File: src/rtl/comp_cic_seq_if.sv
// Sample handshake plus the tap-engine bus (coefficient address, delayed sample,
// accumulator strobes and read-back) between comp_cic_seq and the MAC/ROM.
interface comp_cic_seq_if #(
  parameter int Win    = 16,
  parameter int Waccum = 34,
  parameter int Wout   = 16,
  parameter int NTAPS  = 32
);
  localparam int AW = $clog2(NTAPS);

  logic                     ic_valid_in;
  logic signed [Win-1:0]    id_in;
  logic                     oc_ready;
  logic                     oc_drop;
  logic [AW-1:0]            oc_addr_coef;
  logic signed [Win-1:0]    od_reg_desp;
  logic                     oc_en_acc;
  logic                     oc_rst_acc;
  logic signed [Waccum-1:0] id_accum;
  logic signed [Wout-1:0]   od_out;
  logic                     oc_valid_out;

  modport master (
    output ic_valid_in, id_in, id_accum,
    input  oc_ready, oc_drop, oc_addr_coef, od_reg_desp,
           oc_en_acc, oc_rst_acc, od_out, oc_valid_out
  );

  modport slave (
    input  ic_valid_in, id_in, id_accum,
    output oc_ready, oc_drop, oc_addr_coef, od_reg_desp,
           oc_en_acc, oc_rst_acc, od_out, oc_valid_out
  );
endinterface

File: src/rtl/comp_cic_seq.sv
// Tap sequencer for the CIC compensation FIR: keeps the sample history, walks all
// taps through the external MAC, then rounds/saturates the accumulator to one output.
module comp_cic_seq #(
  parameter int Win    = 16,
  parameter int Wcoef  = 18,
  parameter int Waccum = 34,
  parameter int Wout   = 16,
  parameter int NTAPS  = 32,
  parameter int SHIFT  = 17
) (
  input  logic          clk,
  input  logic          rst,
  comp_cic_seq_if.slave bus
);
  localparam int AW = $clog2(NTAPS);
  localparam logic signed [Waccum:0] HALF = {{Waccum{1'b0}}, 1'b1} << (SHIFT - 1);

  if ((NTAPS < 4) || ((NTAPS & (NTAPS - 1)) != 0)) begin : g_bad_ntaps
    $error("comp_cic_seq: NTAPS must be a power of two >= 4");
  end
  if ((Win + Wcoef > Waccum) || (SHIFT < 1) || (SHIFT >= Waccum)) begin : g_bad_widths
    $error("comp_cic_seq: inconsistent Win/Wcoef/Waccum/SHIFT");
  end

  typedef enum logic [1:0] {IDLE, RUN, FLUSH, CAPT} state_t;

  state_t                  state, state_nx;
  logic [AW-1:0]           wr_ptr, base, tap, rd_ptr;
  logic [AW:0]             fill;
  logic signed [Win-1:0]   hist [NTAPS];
  logic                    accept, last_tap;
  logic signed [Waccum:0]  acc_ext, rnd;
  logic signed [Wout-1:0]  sat;

  assign accept           = (state == IDLE) && bus.ic_valid_in;
  assign last_tap         = (tap == AW'(NTAPS - 1));
  assign rd_ptr           = base - tap;
  assign bus.oc_addr_coef = tap;

  always_comb begin
    state_nx = state;
    case (state)
      IDLE:    if (bus.ic_valid_in) state_nx = RUN;
      RUN:     if (last_tap) state_nx = FLUSH;
      FLUSH:   state_nx = CAPT;
      CAPT:    state_nx = IDLE;
      default: state_nx = IDLE;
    endcase
  end

  // One guard bit so adding the half-LSB cannot wrap before the shift.
  always_comb begin
    acc_ext = {bus.id_accum[Waccum-1], bus.id_accum};
    rnd     = (acc_ext + HALF) >>> SHIFT;
    if ((rnd[Waccum:Wout-1] == '0) || (rnd[Waccum:Wout-1] == '1))
      sat = rnd[Wout-1:0];
    else
      sat = rnd[Waccum] ? {1'b1, {(Wout-1){1'b0}}} : {1'b0, {(Wout-1){1'b1}}};
  end

  // History RAM is not reset; fill=0 masks stale entries instead.
  always_ff @(posedge clk) begin
    if (accept) hist[wr_ptr] <= bus.id_in;
  end

  always_ff @(posedge clk or posedge rst) begin
    if (rst) begin
      state            <= IDLE;
      wr_ptr           <= '0;
      base             <= '0;
      fill             <= '0;
      tap              <= '0;
      bus.oc_ready     <= 1'b1;
      bus.oc_drop      <= 1'b0;
      bus.oc_rst_acc   <= 1'b0;
      bus.oc_en_acc    <= 1'b0;
      bus.od_reg_desp  <= '0;
      bus.od_out       <= '0;
      bus.oc_valid_out <= 1'b0;
    end else begin
      state            <= state_nx;
      bus.oc_ready     <= (state_nx == IDLE);
      // Registered, so the pulse trails the rejected strobe by one cycle.
      bus.oc_drop      <= bus.ic_valid_in && (state != IDLE);
      bus.oc_rst_acc   <= accept;
      bus.oc_en_acc    <= (state == RUN);
      bus.oc_valid_out <= (state == CAPT);

      if (accept) begin
        base   <= wr_ptr;
        wr_ptr <= wr_ptr + 1'b1;
        tap    <= '0;
        if (fill != (AW+1)'(NTAPS)) fill <= fill + 1'b1;
      end else if (state == RUN) begin
        tap <= tap + 1'b1;
      end

      // Sample leaves one cycle after its address, lining up with the ROM read.
      if (state == RUN)
        bus.od_reg_desp <= ({1'b0, tap} < fill) ? hist[rd_ptr] : '0;

      if (state == CAPT) bus.od_out <= sat;
    end
  end
endmodule

File: src/flat_wrapper.sv
// flat-port wrapper written by rule: the top's interface ports become plain ports
module comp_cic_seq_flat 
#(
  parameter int Win    = 16,
  parameter int Wcoef  = 18,
  parameter int Waccum = 34,
  parameter int Wout   = 16,
  parameter int NTAPS  = 32,
  parameter int SHIFT  = 17
)
  (clk, rst, bus_ic_valid_in, bus_id_in, bus_id_accum, bus_oc_ready, bus_oc_drop, bus_oc_addr_coef, bus_od_reg_desp, bus_oc_en_acc, bus_oc_rst_acc, bus_od_out, bus_oc_valid_out);
  comp_cic_seq_if #(.Win(Win), .Waccum(Waccum), .Wout(Wout), .NTAPS(NTAPS)) bus_i ();
  input  logic clk;
  input  logic rst;
  input wire logic [$bits(bus_i.ic_valid_in)-1:0] bus_ic_valid_in;
  input wire logic [$bits(bus_i.id_in)-1:0] bus_id_in;
  input wire logic [$bits(bus_i.id_accum)-1:0] bus_id_accum;
  output wire logic [$bits(bus_i.oc_ready)-1:0] bus_oc_ready;
  output wire logic [$bits(bus_i.oc_drop)-1:0] bus_oc_drop;
  output wire logic [$bits(bus_i.oc_addr_coef)-1:0] bus_oc_addr_coef;
  output wire logic [$bits(bus_i.od_reg_desp)-1:0] bus_od_reg_desp;
  output wire logic [$bits(bus_i.oc_en_acc)-1:0] bus_oc_en_acc;
  output wire logic [$bits(bus_i.oc_rst_acc)-1:0] bus_oc_rst_acc;
  output wire logic [$bits(bus_i.od_out)-1:0] bus_od_out;
  output wire logic [$bits(bus_i.oc_valid_out)-1:0] bus_oc_valid_out;
  assign bus_i.ic_valid_in = bus_ic_valid_in;
  assign bus_i.id_in = bus_id_in;
  assign bus_i.id_accum = bus_id_accum;
  assign bus_oc_ready = bus_i.oc_ready;
  assign bus_oc_drop = bus_i.oc_drop;
  assign bus_oc_addr_coef = bus_i.oc_addr_coef;
  assign bus_od_reg_desp = bus_i.od_reg_desp;
  assign bus_oc_en_acc = bus_i.oc_en_acc;
  assign bus_oc_rst_acc = bus_i.oc_rst_acc;
  assign bus_od_out = bus_i.od_out;
  assign bus_oc_valid_out = bus_i.oc_valid_out;
  comp_cic_seq #(.Win(Win), .Wcoef(Wcoef), .Waccum(Waccum), .Wout(Wout), .NTAPS(NTAPS), .SHIFT(SHIFT)) u_core (.clk(clk), .rst(rst), .bus(bus_i));
endmodule
File: config.mk
export PLATFORM = sky130hd
export DESIGN_NAME = comp_cic_seq_flat
export DESIGN_NICKNAME = d
export VERILOG_FILES = /design/src/rtl/comp_cic_seq_if.sv /design/src/rtl/comp_cic_seq.sv /design/src/flat_wrapper.sv
export SDC_FILE = /design/constraint.sdc
export NUM_CORES = 1
export LEC_CHECK = 0
export BUFFER_PORTS_ARGS = -buffer_cell sky130_fd_sc_hd__buf_2
export CORE_MARGIN = 4
export CORE_UTILIZATION = 50
export CTS_CLUSTER_SIZE = 12
export DETAILED_ROUTE_END_ITERATION = 10
export GPL_TIMING_DRIVEN = 0
export PLACE_DENSITY = 0.67
export SYNTH_ARGS = -nofsm -noshare
export SYNTH_HDL_FRONTEND = slang
export SYNTH_SLANG_ARGS = --single-unit
File: constraint.sdc
create_clock -name clk -period 2.95 [get_ports clk]
set_input_delay 0.4425 -clock clk [delete_from_list [all_inputs] [get_ports clk]]
set_output_delay 0.4425 -clock clk [all_outputs]
set_load 0.02 [all_outputs]
== Yosys cells after proc, flatten, opt, wreduce, memory -nomap -nowiden ==
Memory sizes are Yosys's and may differ from the RTL's.
Cells that the tools add are included.
Widths: inputs -> output; s select.

* Flip-flop bits (word level): 60
* Memory bits (writable): 512
* Input port bits: 53
* Output and inout port bits: 42
* Word-level logic and storage cells: 44
* Memories: 1

{| class="wikitable"
|+ Memories
! name !! words !! width !! rd ports !! clocked after memory_dff !! wr ports !! RTL line !! RTL
|-
| u_core.hist || 32 || 16 || 1 || 0 || 1 || comp_cic_seq.sv:30 || <nowiki>logic signed [Win-1:0] hist [NTAPS];</nowiki>
|}

* $add $sub $neg: 5
* Order comparisons: 1
* Eq/ne operators: 6
* Mux-type cells: 10
* Reduce and logical (&&, ||, !) cells: 9

{| class="wikitable"
|+ Operators by type and width
! operator !! count
|-
| $mux 16 || 3
|-
| $add 34x18->35 const B || 1
|-
| $eq 20x20->1 const B || 1
|-
| $logic_not 20->1 || 1
|-
| $add 5x1->5 const B || 2
|-
| $mux 5 || 2
|-
| $pmux 2 s4 || 1
|-
| $add 6x1->6 const B || 1
|-
| $lt 5x6->1 || 1
|-
| $ne 6x6->1 const B || 1
|-
| $eq 5x5->1 const B || 1
|-
| $sub 5x5->5 || 1
|-
| $eq 2x2->1 const B || 2
|-
| $logic_not 2->1 || 2
|-
| $mux 2 || 2
|-
| $reduce_bool 2->1 || 2
|-
| $eq 2x1->1 const B || 1
|-
| $logic_and 1x1->1 || 2
|-
| $mux 1 || 2
|-
| $reduce_and 2->1 || 1
|-
| $logic_or 1x1->1 || 1
|}

== Longest topological paths before layout ==
* Word-level depth: 4
* Gate-level depth with buffers: 10
* Depth with buffers taken out: 9

== Least setup slack after synthesis ==
OpenSTA, ideal clock, no wires.

* Kind: flip-flop to flip-flop
* From: register u_core.tap[0] (netlist: u_core.bus.oc_addr_coef[0])
* To: register u_core.bus.od_reg_desp[10]
* Library setup time: 0.139 ns
* Data arrival time: 2.396 ns
* Data required time: 2.811 ns
* Slack: 0.415 ns
* Cell stages (with the launch flop): 10
* Buffers on the path: 2
* Clock period less this slack: 2.535 ns
* Cells stage by stage: dfrtp_1 > ha_1 > fa_1 > clkbuf_1 > buf_2 > mux4_2 > nand2_1 > nand4_1 > nand4_1 > o21ai_1

* Longest elaborated chain between the ends: 3
* Elaborated cells between the ends (all ways): 4
* Those cells by class: add/sub: 1; order compare: 1; mux: 1; memory: 1

{| class="wikitable"
|+ Ends and longest elaborated chain
! item !! RTL line !! RTL
|-
| start: declaration || comp_cic_seq.sv:28 || <nowiki>logic [AW-1:0] wr_ptr, base, tap, rd_ptr;</nowiki>
|-
| start signal: assignment || comp_cic_seq.sv:95 || <nowiki>tap <= tap + 1'b1;</nowiki>
|-
| $sub 5x5->5 || comp_cic_seq.sv:37 || <nowiki>assign rd_ptr = base - tap;</nowiki>
|-
| $mem_v2 32x16 || -- ||
|-
| $mux 16 * || comp_cic_seq.sv:100 || <nowiki>bus.od_reg_desp <= ({1'b0, tap} < fill) ? hist[rd_ptr] : '0;</nowiki>
|-
| end signal: assignment || comp_cic_seq.sv:100 ||
|-
| end: declaration || comp_cic_seq_if.sv:31 || <nowiki>output oc_ready, oc_drop, oc_addr_coef, od_reg_desp,</nowiki>
|}

Mark *: on every way between the ends. The rest lies on a longest branch, timed or not.
A chain may end at the register's enable or synchronous reset.

== Final worst setup path ==
* From: register u_core.state[0]
* To: memory u_core.hist[23][10] (enable)

* Longest elaborated chain between the ends: 4

{| class="wikitable"
|+ Ends and longest elaborated chain
! item !! RTL line !! RTL
|-
| start: declaration || comp_cic_seq.sv:27 || <nowiki>state_t state, state_nx;</nowiki>
|-
| start signal: assignment || comp_cic_seq.sv:81 || <nowiki>state <= state_nx;</nowiki>
|-
| $logic_not 2->1 || comp_cic_seq.sv:35 || <nowiki>assign accept = (state == IDLE) && bus.ic_valid_in;</nowiki>
|-
| $logic_and 1x1->1 || comp_cic_seq.sv:35 ||
|-
| $mux 1 || comp_cic_seq.sv:63 || <nowiki>if (accept) hist[wr_ptr] <= bus.id_in;</nowiki>
|-
| $mux 1 (not written as such) || comp_cic_seq.sv:63 ||
|-
| end: declaration || comp_cic_seq.sv:30 ||
|}

Every way passes these cells.

==> impl_metrics.yaml <==
status:
  status: "finished, final reports clean"
setup_path:
  crit_buf_inv: 2
  path_common_cell: "clkbuf_1"
  cpLargestDelayFamily: "simple AND/OR/NAND/NOR gates"
  critPathLaunchType: "flip-flop"
  crit_required_ns: 3.16
  crit_chain: "nor2_1, and2_1, clkbuf_1, nand2_1, clkbuf_1, nor2_2"
  worstSetupPathType: "flip-flop to flip-flop"
  worstPathArrival_ns: 3.12
  crit_path_end_kind: "flip-flop"
  cp_max_fo: 16
  cp_slowest_cell: "nor2_2"
  max_stage_delay_ns: 0.92
timing:
  fin_skew_ns: 0.0108
  drv_slew: 0
  whs_ns: 0.106
  clock.fmax_mhz: 344
  setup_viol: 0
  worst_pin_slew_ns: 0.998
  hold_viol: 0
  max_slew_margin_pct: 33.4
  min_period_ns: 2.91
  finalCritPeriodShare_pct: 98.7
  grt_setup_unrepaired: "true"
clock_network:
  cts.sinks: 572
  root_buffer: "clkbuf_16"
  h-tree-depth: 2
  cts_tree: "built"
  cts_buffers: 57
  cts_buffer_depth: 3
  clock_latency_ns: 0.60
  clkTransAtPathRegs_ns: 0.06
synth:
  synthArstFlopShare_pct: 10.5
  synth_area_leaders: "edfxtp_1, mux4_2, dfrtp_1"
  synth-edff-count: 512
  ys_seq_area_share_pct: 74.4
  ys_ff_latch: 572
  syn_avg_cell_area_um2: 18.2
  syn_area_mm2: 0.0227
  synth_area_leader_cell: "edfxtp_1"
  mappedNetlistNets: 1315
  synth_cell_type_count: 45
  syn_inst: 1244
  ys.flop_type: "edfxtp_1"
  synth_top_area_share_pct: 67.8
  synth_warnings: 0
finish:
  layout-drive-gt1-share_pct: 28.6
  num_antenna_cells: 0
  final_cells: 2039
  final_nets: 1479
  syn2layout_area_growth_pct: 16.3
floorplan:
  rows: 77
  dieArea_mm2: 0.0488
  pin_count: 95
  core_mm2: 0.0445
  dieHeight_um: 221
  initial_utilization_pct: 50.9
  die_w_um: 221
min_path:
  holdCritPathClass: "input pin to flip-flop"
place:
  dp.cells: 1927
  dp_hpwl_mm: 35.1
  gp_congestion: 0.971
  numPortBuffers: 78
run:
  max-cap-violations: 0
routing:
  drt-pass1-iter-count: 5
  ant_nets: 0
  wl_mm: 53.7
  first_iter_violations: 1352
  num_vias: 12200
  routed_via_density: 5.97
  drc: 0
  routedWlPerCell_um: 26.3
grt:
  grt_max_degree: 37
  grt_pass1_wl_mm: 80.0
  antenna_found_initial: 0
  grt_pass1_vias: 12200
  globalRouteOverflowTotal: 0
  grt_usage_pct: 22.0
state kept, by name (all words and copies together) (netlist names):
name and cells:
u_core.bus.oc_valid_out 1, u_core.bus.oc_en_acc 1, u_core.bus.oc_rst_acc 1, u_core.base 5, u_core.bus.oc_drop 1, u_core.bus.od_out 16, u_core.bus.oc_addr_coef 5, u_core.wr_ptr 5
u_core.state 2, u_core.fill 6, u_core.bus.od_reg_desp 16, u_core.bus.oc_ready 1, u_core.hist 512
synthesized netlist by cell type (2+ instances only):
cell and count:
a21o_1 2, a21oi_1 3, and2_1 2, and3_1 5, buf_2 21, buf_4 2, buf_6 3, clkbuf_1 39
dfrtp_1 59, edfxtp_1 512, ha_1 17, inv_1 18, mux2_2 5, mux4_2 128, nand2_1 166, nand2b_1 3
nand3_1 10, nand3b_1 2, nand4_1 86, nor2_1 61, nor2b_1 3, nor3_1 3, o21ai_0 12, o21ai_1 19
o22a_1 15, or3_1 2, xnor2_1 21, xor2_1 8
what timing repair did:
action,CTS,global route
gates resized for setup,79,41
endpoints found under the setup margin,328,112
endpoints found under the hold margin,23,0
pin swaps,11,7
hold buffers,1,0
buffers inserted,14,0
final cells by class:
cell class	instances	area, µm²
timing repair buffer	106	790
clock buffer	89	1650
fill	3306	18100
tap	592	741
inverter	19	71.3
buffer	65	470
clock inverter	9	71.3
sequential	572	16900
multi-input combinational	587	5700
logic make-up after synthesis:
logic type                 Yosys count  share of synthesized area [%]
xor gates and xnor gates            30                           1.19
adders and majority gates           18                           1.03
AOI/OAI and AO/OA                   55                           1.55
buffers and inverters               85                           1.66
DFF                                572                           74.4
muxes                              133                           13.0
and+or+nand+nor                    351                           7.18
metrics by stage:
step	worst slack, ns	setup TNS [ns]	util (%)	instance area [µm²]
CTS	0.00753	0	59.1	26300
finish	0.0389	0	59.2	26400
floorplan	0.415	0	-	22700
detailed placement	-0.493	-100.82	54.1	24100
global route	-0.147	-9.60	59.2	26400
global placement	-0.854	-299.32	53.5	23800
routing by layer:
metal	share of wire, %	global-route usage (%)
met5	0	0
met4	2.7	5.66
met3	8.3	5.37
met2	47	34.5
met1	42	31.7
final timing paths:
kind                                       startpoint                          to  slack [ns]  cells after the start
setup reg to reg                      u_core.state[0]         u_core.hist[23][10]        0.04                      6
hold reg to reg            u_core.bus.od_reg_desp[10]  u_core.bus.od_reg_desp[10]        0.48                      2
min in group asynchronous                         rst          u_core.bus.oc_drop        0.45                      3
max in group asynchronous                         rst  u_core.bus.oc_addr_coef[0]        1.92                      4
setup / recovery                      u_core.state[0]         u_core.hist[23][10]        0.04                      6
hold / removal                        bus_ic_valid_in          u_core.bus.oc_drop        0.11                      2
layout by cell type (no fill, tap or decap), types with 10 or more instances in the layout:
cell type  netlist  layout
xnor2_1         21      18
mux4_2         128     128
o21ai_0         12      12
buf_4            2      20
edfxtp_1       512     512
nor2_1          61      29
buf_8            0      12
o22a_1          15      15
dfrtp_1         59      58
inv_1           18      17
clkbuf_16        0      59
nand3_1         10      10
nor2_2           1      15
clkbuf_8         0      13
nand2_1        166     163
nand4_1         86      86
o21ai_1         19      18
buf_2           21      84
clkbuf_1        39      38
clkbuf_2         0      10
ha_1            17      15
nor2_4           0      18
worst register-to-register path: cells and delay by family, from the launching register on:
family | cells | cell delay (ns)
and+or+nand+nor | 4 | 1.33
buffers and inverters | 2 | 0.75
DFF | 1 | 0.42
Power is left out: the tool's default activity adds up to more than one toggle a clock period on the data nets, which glitch-free logic cannot reach.
